### config.mk
export PLATFORM = sky130hd
export DESIGN_NAME = cache_control_nway
export DESIGN_NICKNAME = d
export VERILOG_FILES = /design/src/rtl/cache_ctrl_pkg.sv /design/src/rtl/cache_control_nway_plru.sv /design/src/rtl/cache_control_nway.sv
export SDC_FILE = /design/constraint.sdc
export NUM_CORES = 1
export LEC_CHECK = 0
export ABC_CLOCK_PERIOD_IN_PS = 3700
export CORE_ASPECT_RATIO = 1.1
export CORE_MARGIN = 5
export CORE_UTILIZATION = 36
export CTS_CLUSTER_DIAMETER = 200
export DETAILED_ROUTE_END_ITERATION = 8
export PLACE_DENSITY = 0.84
export SETUP_SLACK_MARGIN = 0.2
export SKIP_CTS_REPAIR_TIMING = 1
export SYNTH_ARGS = -nofsm -noshare
export SYNTH_HDL_FRONTEND = slang
export SYNTH_HIERARCHICAL = 1
export SYNTH_SLANG_ARGS = --single-unit
### constraint.sdc
create_clock -name clk -period 3.7 [get_ports clk]
set_input_delay 0.74 -clock clk [delete_from_list [all_inputs] [get_ports clk]]
set_output_delay 0.74 -clock clk [all_outputs]
set_load 0.005 [all_outputs]
### src/rtl/cache_ctrl_pkg.sv
// Shared types and helpers for the N-way cache controller: FSM state
// encoding, PLRU pointer directions and a priority encoder.
package cache_ctrl_pkg;

    typedef enum logic [1:0] {
        IDLE      = 2'd0,
        CHECK     = 2'd1,
        WRITEBACK = 2'd2,
        FILL      = 2'd3
    } state_t;

    // A PLRU node bit points the victim search toward lower or higher ways.
    localparam logic PLRU_LOW  = 1'b0;
    localparam logic PLRU_HIGH = 1'b1;

    // Widest vector the priority encoder accepts; callers zero-extend.
    localparam int MAX_WAYS = 64;

    // Index of the lowest set bit; 0 when no bit is set.
    function automatic int lowest_set_index(input logic [MAX_WAYS-1:0] vec);
        int idx;
        idx = 0;
        for (int i = MAX_WAYS - 1; i >= 0; i--) begin
            if (vec[i]) idx = i;
        end
        return idx;
    endfunction

endpackage

### src/rtl/cache_control_nway_plru.sv
// Combinational tree pseudo-LRU for one set. Nodes are heap ordered
// (node i has children 2i+1 and 2i+2, bit 0 is the root).
// bits_out: tree after an access to access_way (path points away from it).
// victim_way: way reached by following the pointers from the root.
module plru_tree
    import cache_ctrl_pkg::*;
#(
    parameter  int WAYS   = 4,
    localparam int WAY_W  = $clog2(WAYS),
    localparam int PLRU_W = WAYS - 1
) (
    input  logic [PLRU_W-1:0] bits_in,
    input  logic [WAY_W-1:0]  access_way,
    output logic [PLRU_W-1:0] bits_out,
    output logic [WAY_W-1:0]  victim_way
);

    logic [WAYS-1:0] victim_mask;

    // Update: a node on the accessed way's path is flipped to point away.
    for (genvar gi = 0; gi < PLRU_W; gi++) begin : g_node
        localparam int LVL = $clog2(gi + 2) - 1;
        localparam int OFF = gi + 1 - (1 << LVL);
        logic on_path;
        assign on_path     = ((access_way >> (WAY_W - LVL)) == WAY_W'(OFF));
        assign bits_out[gi] = on_path ? (access_way[WAY_W-1-LVL] ? PLRU_LOW : PLRU_HIGH)
                                      : bits_in[gi];
    end

    // Victim: a way is chosen when every node on its path points toward it.
    for (genvar gi = 0; gi < WAYS; gi++) begin : g_way
        logic [WAY_W-1:0] match;
        for (genvar gl = 0; gl < WAY_W; gl++) begin : g_lvl
            localparam int NODE = (1 << gl) - 1 + (gi >> (WAY_W - gl));
            localparam int DIR  = (gi >> (WAY_W - 1 - gl)) & 1;
            assign match[gl] = (bits_in[NODE] == 1'(DIR));
        end
        assign victim_mask[gi] = &match;
    end

    // Exactly one way matches the walk; encode it.
    always_comb begin
        victim_way = WAY_W'(lowest_set_index(MAX_WAYS'(victim_mask)));
    end

endmodule

### src/rtl/cache_control_nway.sv
// N-way set-associative cache controller FSM with tree pseudo-LRU and
// invalid-way-first victim selection. The victim is latched on a miss so
// the datapath sees a stable way through WRITEBACK and FILL.
// Optional: CACHE_CTRL_BACK2BACK_EN keeps the FSM in CHECK after a hit so
// consecutive hits complete one per cycle.
module cache_control_nway
    import cache_ctrl_pkg::*;
#(
    parameter  int WAYS   = 4,
    localparam int WAY_W  = $clog2(WAYS),
    localparam int PLRU_W = WAYS - 1
) (
    input  logic              clk,
    input  logic              rst,
    input  logic              mem_read_cpu,
    input  logic              mem_write_cpu,
    output logic              mem_resp_cpu,
    input  logic [WAYS-1:0]   hit_vec,
    input  logic [WAYS-1:0]   valid_out,
    input  logic [WAYS-1:0]   dirty_out,
    input  logic [PLRU_W-1:0] plru_bits_in,
    output logic [PLRU_W-1:0] plru_bits_out,
    output logic              ld_plru,
    output logic [WAYS-1:0]   ld_tag,
    output logic [WAYS-1:0]   ld_valid,
    output logic              valid_in,
    output logic [WAYS-1:0]   ld_dirty,
    output logic              dirty_in,
    output logic [WAYS-1:0]   data_we,
    output logic              data_src_mem,
    output logic [WAY_W-1:0]  way_sel,
    output logic              pmem_read,
    output logic              pmem_write,
    output logic              pmem_addr_sel,
    input  logic              pmem_resp
);

    state_t            state_reg;
    logic [WAY_W-1:0]  victim_reg;

    logic              req;
    logic              hit;
    logic              any_invalid;
    logic              victim_needs_wb;
    logic [WAY_W-1:0]  hit_way;
    logic [WAY_W-1:0]  invalid_way;
    logic [WAY_W-1:0]  plru_victim;
    logic [WAY_W-1:0]  miss_victim;
    logic [PLRU_W-1:0] plru_updated;
    logic [WAYS-1:0]   hit_mask;
    logic [WAYS-1:0]   victim_mask;

    assign req             = mem_read_cpu | mem_write_cpu;
    assign hit             = |hit_vec;
    assign hit_way         = WAY_W'(lowest_set_index(MAX_WAYS'(hit_vec)));
    assign any_invalid     = ~&valid_out;
    assign invalid_way     = WAY_W'(lowest_set_index(MAX_WAYS'(~valid_out)));
    assign miss_victim     = any_invalid ? invalid_way : plru_victim;
    assign victim_needs_wb = valid_out[miss_victim] & dirty_out[miss_victim];

    for (genvar gi = 0; gi < WAYS; gi++) begin : g_mask
        assign hit_mask[gi]    = (hit_way == WAY_W'(gi));
        assign victim_mask[gi] = (victim_reg == WAY_W'(gi));
    end

    plru_tree #(.WAYS(WAYS)) u_plru (
        .bits_in    (plru_bits_in),
        .access_way (hit_way),
        .bits_out   (plru_updated),
        .victim_way (plru_victim)
    );

    // State transitions and victim capture on a miss.
    always_ff @(posedge clk) begin
        if (rst) begin
            state_reg  <= IDLE;
            victim_reg <= '0;
        end else begin
            case (state_reg)
                IDLE: begin
                    if (req) state_reg <= CHECK;
                end
                CHECK: begin
                    if (!req) begin
                        state_reg <= IDLE;
                    end else if (hit) begin
`ifdef CACHE_CTRL_BACK2BACK_EN
                        state_reg <= CHECK;
`else
                        state_reg <= IDLE;
`endif
                    end else begin
                        victim_reg <= miss_victim;
                        state_reg  <= victim_needs_wb ? WRITEBACK : FILL;
                    end
                end
                WRITEBACK: begin
                    if (pmem_resp) state_reg <= FILL;
                end
                FILL: begin
                    if (pmem_resp) state_reg <= CHECK;
                end
                default: state_reg <= IDLE;
            endcase
        end
    end

    // Datapath and memory controls decoded from state and lookup result.
    always_comb begin
        mem_resp_cpu  = 1'b0;
        plru_bits_out = '0;
        ld_plru       = 1'b0;
        ld_tag        = '0;
        ld_valid      = '0;
        valid_in      = 1'b0;
        ld_dirty      = '0;
        dirty_in      = 1'b0;
        data_we       = '0;
        data_src_mem  = 1'b0;
        way_sel       = (state_reg == CHECK) ? hit_way : victim_reg;
        pmem_read     = 1'b0;
        pmem_write    = 1'b0;
        pmem_addr_sel = 1'b0;
        case (state_reg)
            CHECK: begin
                if (req && hit) begin
                    mem_resp_cpu  = 1'b1;
                    ld_plru       = 1'b1;
                    plru_bits_out = plru_updated;
                    if (mem_write_cpu) begin
                        data_we  = hit_mask;
                        ld_dirty = hit_mask;
                        dirty_in = 1'b1;
                    end
                end
            end
            WRITEBACK: begin
                pmem_write    = 1'b1;
                pmem_addr_sel = 1'b1;
                if (pmem_resp) ld_dirty = victim_mask;
            end
            FILL: begin
                pmem_read = 1'b1;
                if (pmem_resp) begin
                    data_we      = victim_mask;
                    data_src_mem = 1'b1;
                    ld_tag       = victim_mask;
                    ld_valid     = victim_mask;
                    valid_in     = 1'b1;
                    ld_dirty     = victim_mask;
                end
            end
            default: ;
        endcase
    end

endmodule

== Word level (Yosys, flattened, before mapping) ==
Index checks and enable logic that the tools add are counted.
Storage, ports and cells
  flip-flop bits (word level): 4
Operators by class
  reductions and logical operators: 14
  equality and inequality tests: 12
  $lt $le $gt $ge: 1
  mux-type cells: 106
  bitwise operators: 7
Operators with widths (count)
  2-to-1 mux 2 bit: 79
  inverter 4 -> 64 bit: 1
  2-to-1 mux 1 bit: 16
  2-to-1 mux 4 bit: 4
  one-hot mux 4 bit (2 select lines): 2
  equality test 2 bit (second input constant): 6
  zero test 2 bit: 4
  one-hot mux 2 bit (4 select lines): 1
  AND reduction 2 bit: 4
  equality test 2 x 1 -> 1 bit (second input constant): 3
  2-to-1 mux 3 bit: 2
  inequality test 2 bit (second input constant): 3
  AND reduction 3 bit: 2
  binary-select mux 1 bit (select 2 bit): 2
  inverter 1 bit: 4
  AND reduction 4 bit: 1
  OR reduction 4 bit: 1
  < comparator 2 x 3 -> 1 bit (second input constant): 1
  OR reduction 2 bit: 1
  AND 1 bit: 1
  logical AND 1 bit: 1
  OR 1 bit: 1

== Longest topological paths before layout ==
  depth in word-level cells: 73
  depth in mapped cells: 7
  mapped depth without buffers: 7

== Cells and area by module ==
Netlist, hierarchy kept.
By module, submodules not included
  cache_control_nway: times used 1, cells each 89, seq. area each 80.1 um2, area each 613.1 um2
  plru_tree: times used 1, cells each 7, seq. area each 0.0 um2, area each 47.5 um2

== Least setup slack after synthesis ==
No wires, ideal clock.
  kind: input-to-output
  from: in hit_vec[1]
  to: out plru_bits_out[1]
  stages: 4
  slack: 1462 ps
  arrival: 1498 ps
  buffers on the path: 0
  required time: 2960 ps
  cells stage by stage: nor3_1 -> inv_1 -> a21oi_2 -> and2_1
On the way
  cells in the longest elaborated chain, start to end: 6
  elaborated cells between the ends (all ways): 9
  those cells by class: mux: 6; reduce/logical: 3
Ends and longest elaborated chain
  from (decl): line cache_control_nway.sv:18  | input logic [WAYS-1:0] hit_vec,
  2-to-1 mux 2 bit (*) (2 in a row): line cache_ctrl_pkg.sv:24  | if (vec[i]) idx = i;
  2-to-1 mux 1 bit or zero test 2 bit (tied branches): line cache_control_nway_plru.sv:26, cache_control_nway_plru.sv:25
  2-to-1 mux 1 bit (*): line cache_control_nway_plru.sv:26  | assign bits_out[gi] = on_path ? (access_way[WAY_W-1-LVL] ? PLRU_LOW : PLRU_HIGH)
  via plru_updated[1]: line cache_control_nway.sv:49  | logic [PLRU_W-1:0] plru_updated;
  2-to-1 mux 3 bit (*): line cache_control_nway.sv:126  | if (req && hit) begin
  2-to-1 mux 3 bit (*): line cache_control_nway.sv:124  | case (state_reg)
  to (decl): line cache_control_nway.sv:22  | output logic [PLRU_W-1:0] plru_bits_out,
Mark *: on every way through the listed nets, which the timed path passes. The rest lies on a longest branch.

== Worst setup path after layout ==
  from: in hit_vec[0]
  to: out plru_bits_out[2]
On the way
  cells in the longest elaborated chain, start to end: 5
  elaborated cells between the ends (all ways): 7
  those cells by class: mux: 5; reduce/logical: 2
Ends and longest elaborated chain (line)
  2-to-1 mux 2 bit: cache_ctrl_pkg.sv:24
  2-to-1 mux 1 bit (2 in a row): cache_control_nway_plru.sv:26
  2-to-1 mux 3 bit (*): cache_control_nway.sv:126
  2-to-1 mux 3 bit (*): cache_control_nway.sv:124
Mark *: on every way between the ends. The rest lies on a longest branch, timed or not.

==> qor.csv <==
stage,metric,value,unit
power_and_ir_drop,p_clk_frac,0.310,
power_and_ir_drop,leakagePower,0.424,nW
critical_path,cp.arrival,2.57,ns
clock_tree,tritoncts,yes,
timing,finalCriticalPeriod,3.31,ns
global_routing,grt_pass1_wl,3260,µm
power_and_ir_drop,p_sw_frac,0.301,
place,hpwl,1740,µm
timing,tns,0,ns
synth,synthTopCellsByCount,"nor2_1, a21oi_1, inv_1",
clock_tree,cts_max_path_buffers,2,
route,dr.first_iter.drc_count,14,
clock_tree,clock_latency,0.25,ns
floorplan,start_util,0.375,
layout,fin_area,1130,µm²
synth,ys_types,30,
synth,synth_edf_count,0,
synth,synth_most_common_cell,nor2_1,
synth,synth_top_family_by_area,simple AND/OR/NAND/NOR gates,
route,wire_per_inst,13.2,µm
critical_path,crit_fanout,6,
clock_tree,clk_pin_slew,0.03,ns
synth,muxShareOfSynthArea,0.0871,
synth,yosys.area_share.xor_xnor,0,
timing,hold_violations,0,
power_and_ir_drop,ir_drop,0.223,mV
place,gp_congestion,0.763,
place,dp.cells,153,
layout,nets,165,
route,ant_nets,0,
synth,synth_area_leader_cell,dfxtp_1,
layout,fin_cells,156,
critical_path,crit_type,input pin to output pin,
synth,synthAdderAreaFrac,0.0947,
power_and_ir_drop,power_density,162,nW/µm²
timing,setup_viol_count_final,0,
synth,synth_compound_area_frac,0.174,
power_and_ir_drop,p_int,0.128,mW
place,io_buffer_count,48,
layout,syn2layout_area_growth,71.2,%
route,drcViolationCount,0,
route,firstDrtPassIters,4,
synth,synth_top_cells_by_area,"dfxtp_1, ha_1, buf_4",
timing,rsz0062_at_grt,false,
critical_path,end_kind,output pin,
power_and_ir_drop,pwr-share-seq,0.253,
layout,drive_above_1_share,0.0652,
timing,final_max_slew_viol_count,0,
synth,synthesis.yosys.warnings,6,
synth,ys_seq_area_frac,0.121,
clock_tree,cts-root-buf,clkbuf_4,
synth,synthCells,96,
synth,synth-seq-cells,4,
layout,final_util,0.642,
clock_tree,clkSinkCount,4,
timing,fin_worst_skew,0.00567,ns
global_routing,grt_max_degree,11,
critical_path,required,2.96,ns
power_and_ir_drop,p_sw,0.0551,mW
floorplan,die_y,54.9,µm
place,detailed_place.area,1100,µm²
global_routing,grt_antenna_before_repair,0,
synth,synth_area,661,µm²
synth,syn_area_per_cell,6.88,µm²
synth,async_flop_share,0,
floorplan,dieArea,2790,µm²
global_routing,gr-total-overflow,0,
power_and_ir_drop,finalPower,0.183,mW
global_routing,track_usage,0.155,
place,pre_cts_ws,0.223,ns
timing,worstMarginPinSlew,0.428,ns
critical_path,crit_path_start_kind,input pin,
outcome,outcome,finished clean,
floorplan,pin_count,49,
synth,synth_ff_type,dfxtp_1,
synth,synth_top_area_share,0.121,
min_path,hp-class,flip-flop to flip-flop,
layout,n_antenna_cell,0,
power_and_ir_drop,comb_power_share,0.437,
floorplan,die_w,50.8,µm
clock_tree,cts_max_level,1,
timing,fin_ws,0.391,ns
floorplan,num_rows,16,
route,routed-via-count,804,
timing,fin_crit_sh,0.894,
route,via_per_inst,5.15,
synth,syn_nets,121,
clock_tree,cts_buffers,3,
global_routing,grt_pass1_vias,716,
floorplan,coreArea,1760,µm²
timing,fmax,302,MHz
synth,yosys.area_share.simple,0.386,
flow_run,drv_cap,0,
timing,hold_ws,0.522,ns
route,drt_wl_total,2060,µm
timing,maxSlewHeadroom,0.714,
[cell usage in the layout, fill, tap and decap left out, types with 3 or more instances in the layout]
cell type	n
nand2b_1	5
ha_1	5
inv_1	8
nor3_1	3
and2_1	3
nand3_1	5
nand2_1	7
clkbuf_4	3
nor2_1	12
dfxtp_1	4
clkdlybuf4s50_1	48
a21oi_1	8
o21ai_0	4
[cell type report]
| cell class | count | area [µm²] |
|---|---|---|
| inverters | 8 | 30.0 |
| clock buffers | 3 | 22.5 |
| well taps | 18 | 22.5 |
| repair buffers | 48 | 480 |
| multi-input cells | 75 | 495 |
| flip-flops and latches | 4 | 80.1 |
| fillers | 153 | 631 |
[final timing paths]
check,start,to,slack (ns),cells after the start
max,hit_vec[0],plru_bits_out[2],0.39,5
min,state_reg[1],state_reg[1],0.52,2
max reg2reg,state_reg[0],state_reg[0],2.02,7
min reg2reg,state_reg[1],state_reg[1],0.52,2
[critical path, cell delays in order]
cell and delay (ns):
clkdlybuf4s50_1 0.62, nor4_4 0.09, nor3b_1 0.41, and2_1 0.20, clkdlybuf4s50_1 0.51
[kinds of logic (layout without fill, tap and decap cells)]
family                   after synthesis  after routing
multiplexers                           5              5
flip-flops                             4              4
adder cells (fa/ha/maj)                5              5
AND/OR/NAND/NOR                       46             46
buffers and inverters                 17             59
AO/OA/AOI/OAI                         19             19
[power groups by stage]
stage | logic, mW | registers (mW) | clock network [mW]
2_1_floorplan | 0.0334 | 0.0465 | 0
3_3_place_gp | 0.0777 | 0.0469 | 0
3_5_place_dp | 0.0794 | 0.0470 | 0
4_1_cts | 0.0798 | 0.0463 | 0.0591
5_1_grt | 0.0874 | 0.0464 | 0.0641
6_report | 0.0799 | 0.0463 | 0.0567
[metal layers]
layer,vias to the layer above,wire length (µm),GRT usage
met3,4,196,0.0643
met5,-,0,0
met1,359,869,0.174
met4,0,34,0.0766
met2,33,964,0.252
li1,408,-,-
Note: power is estimated with default switching activity, not from simulation.
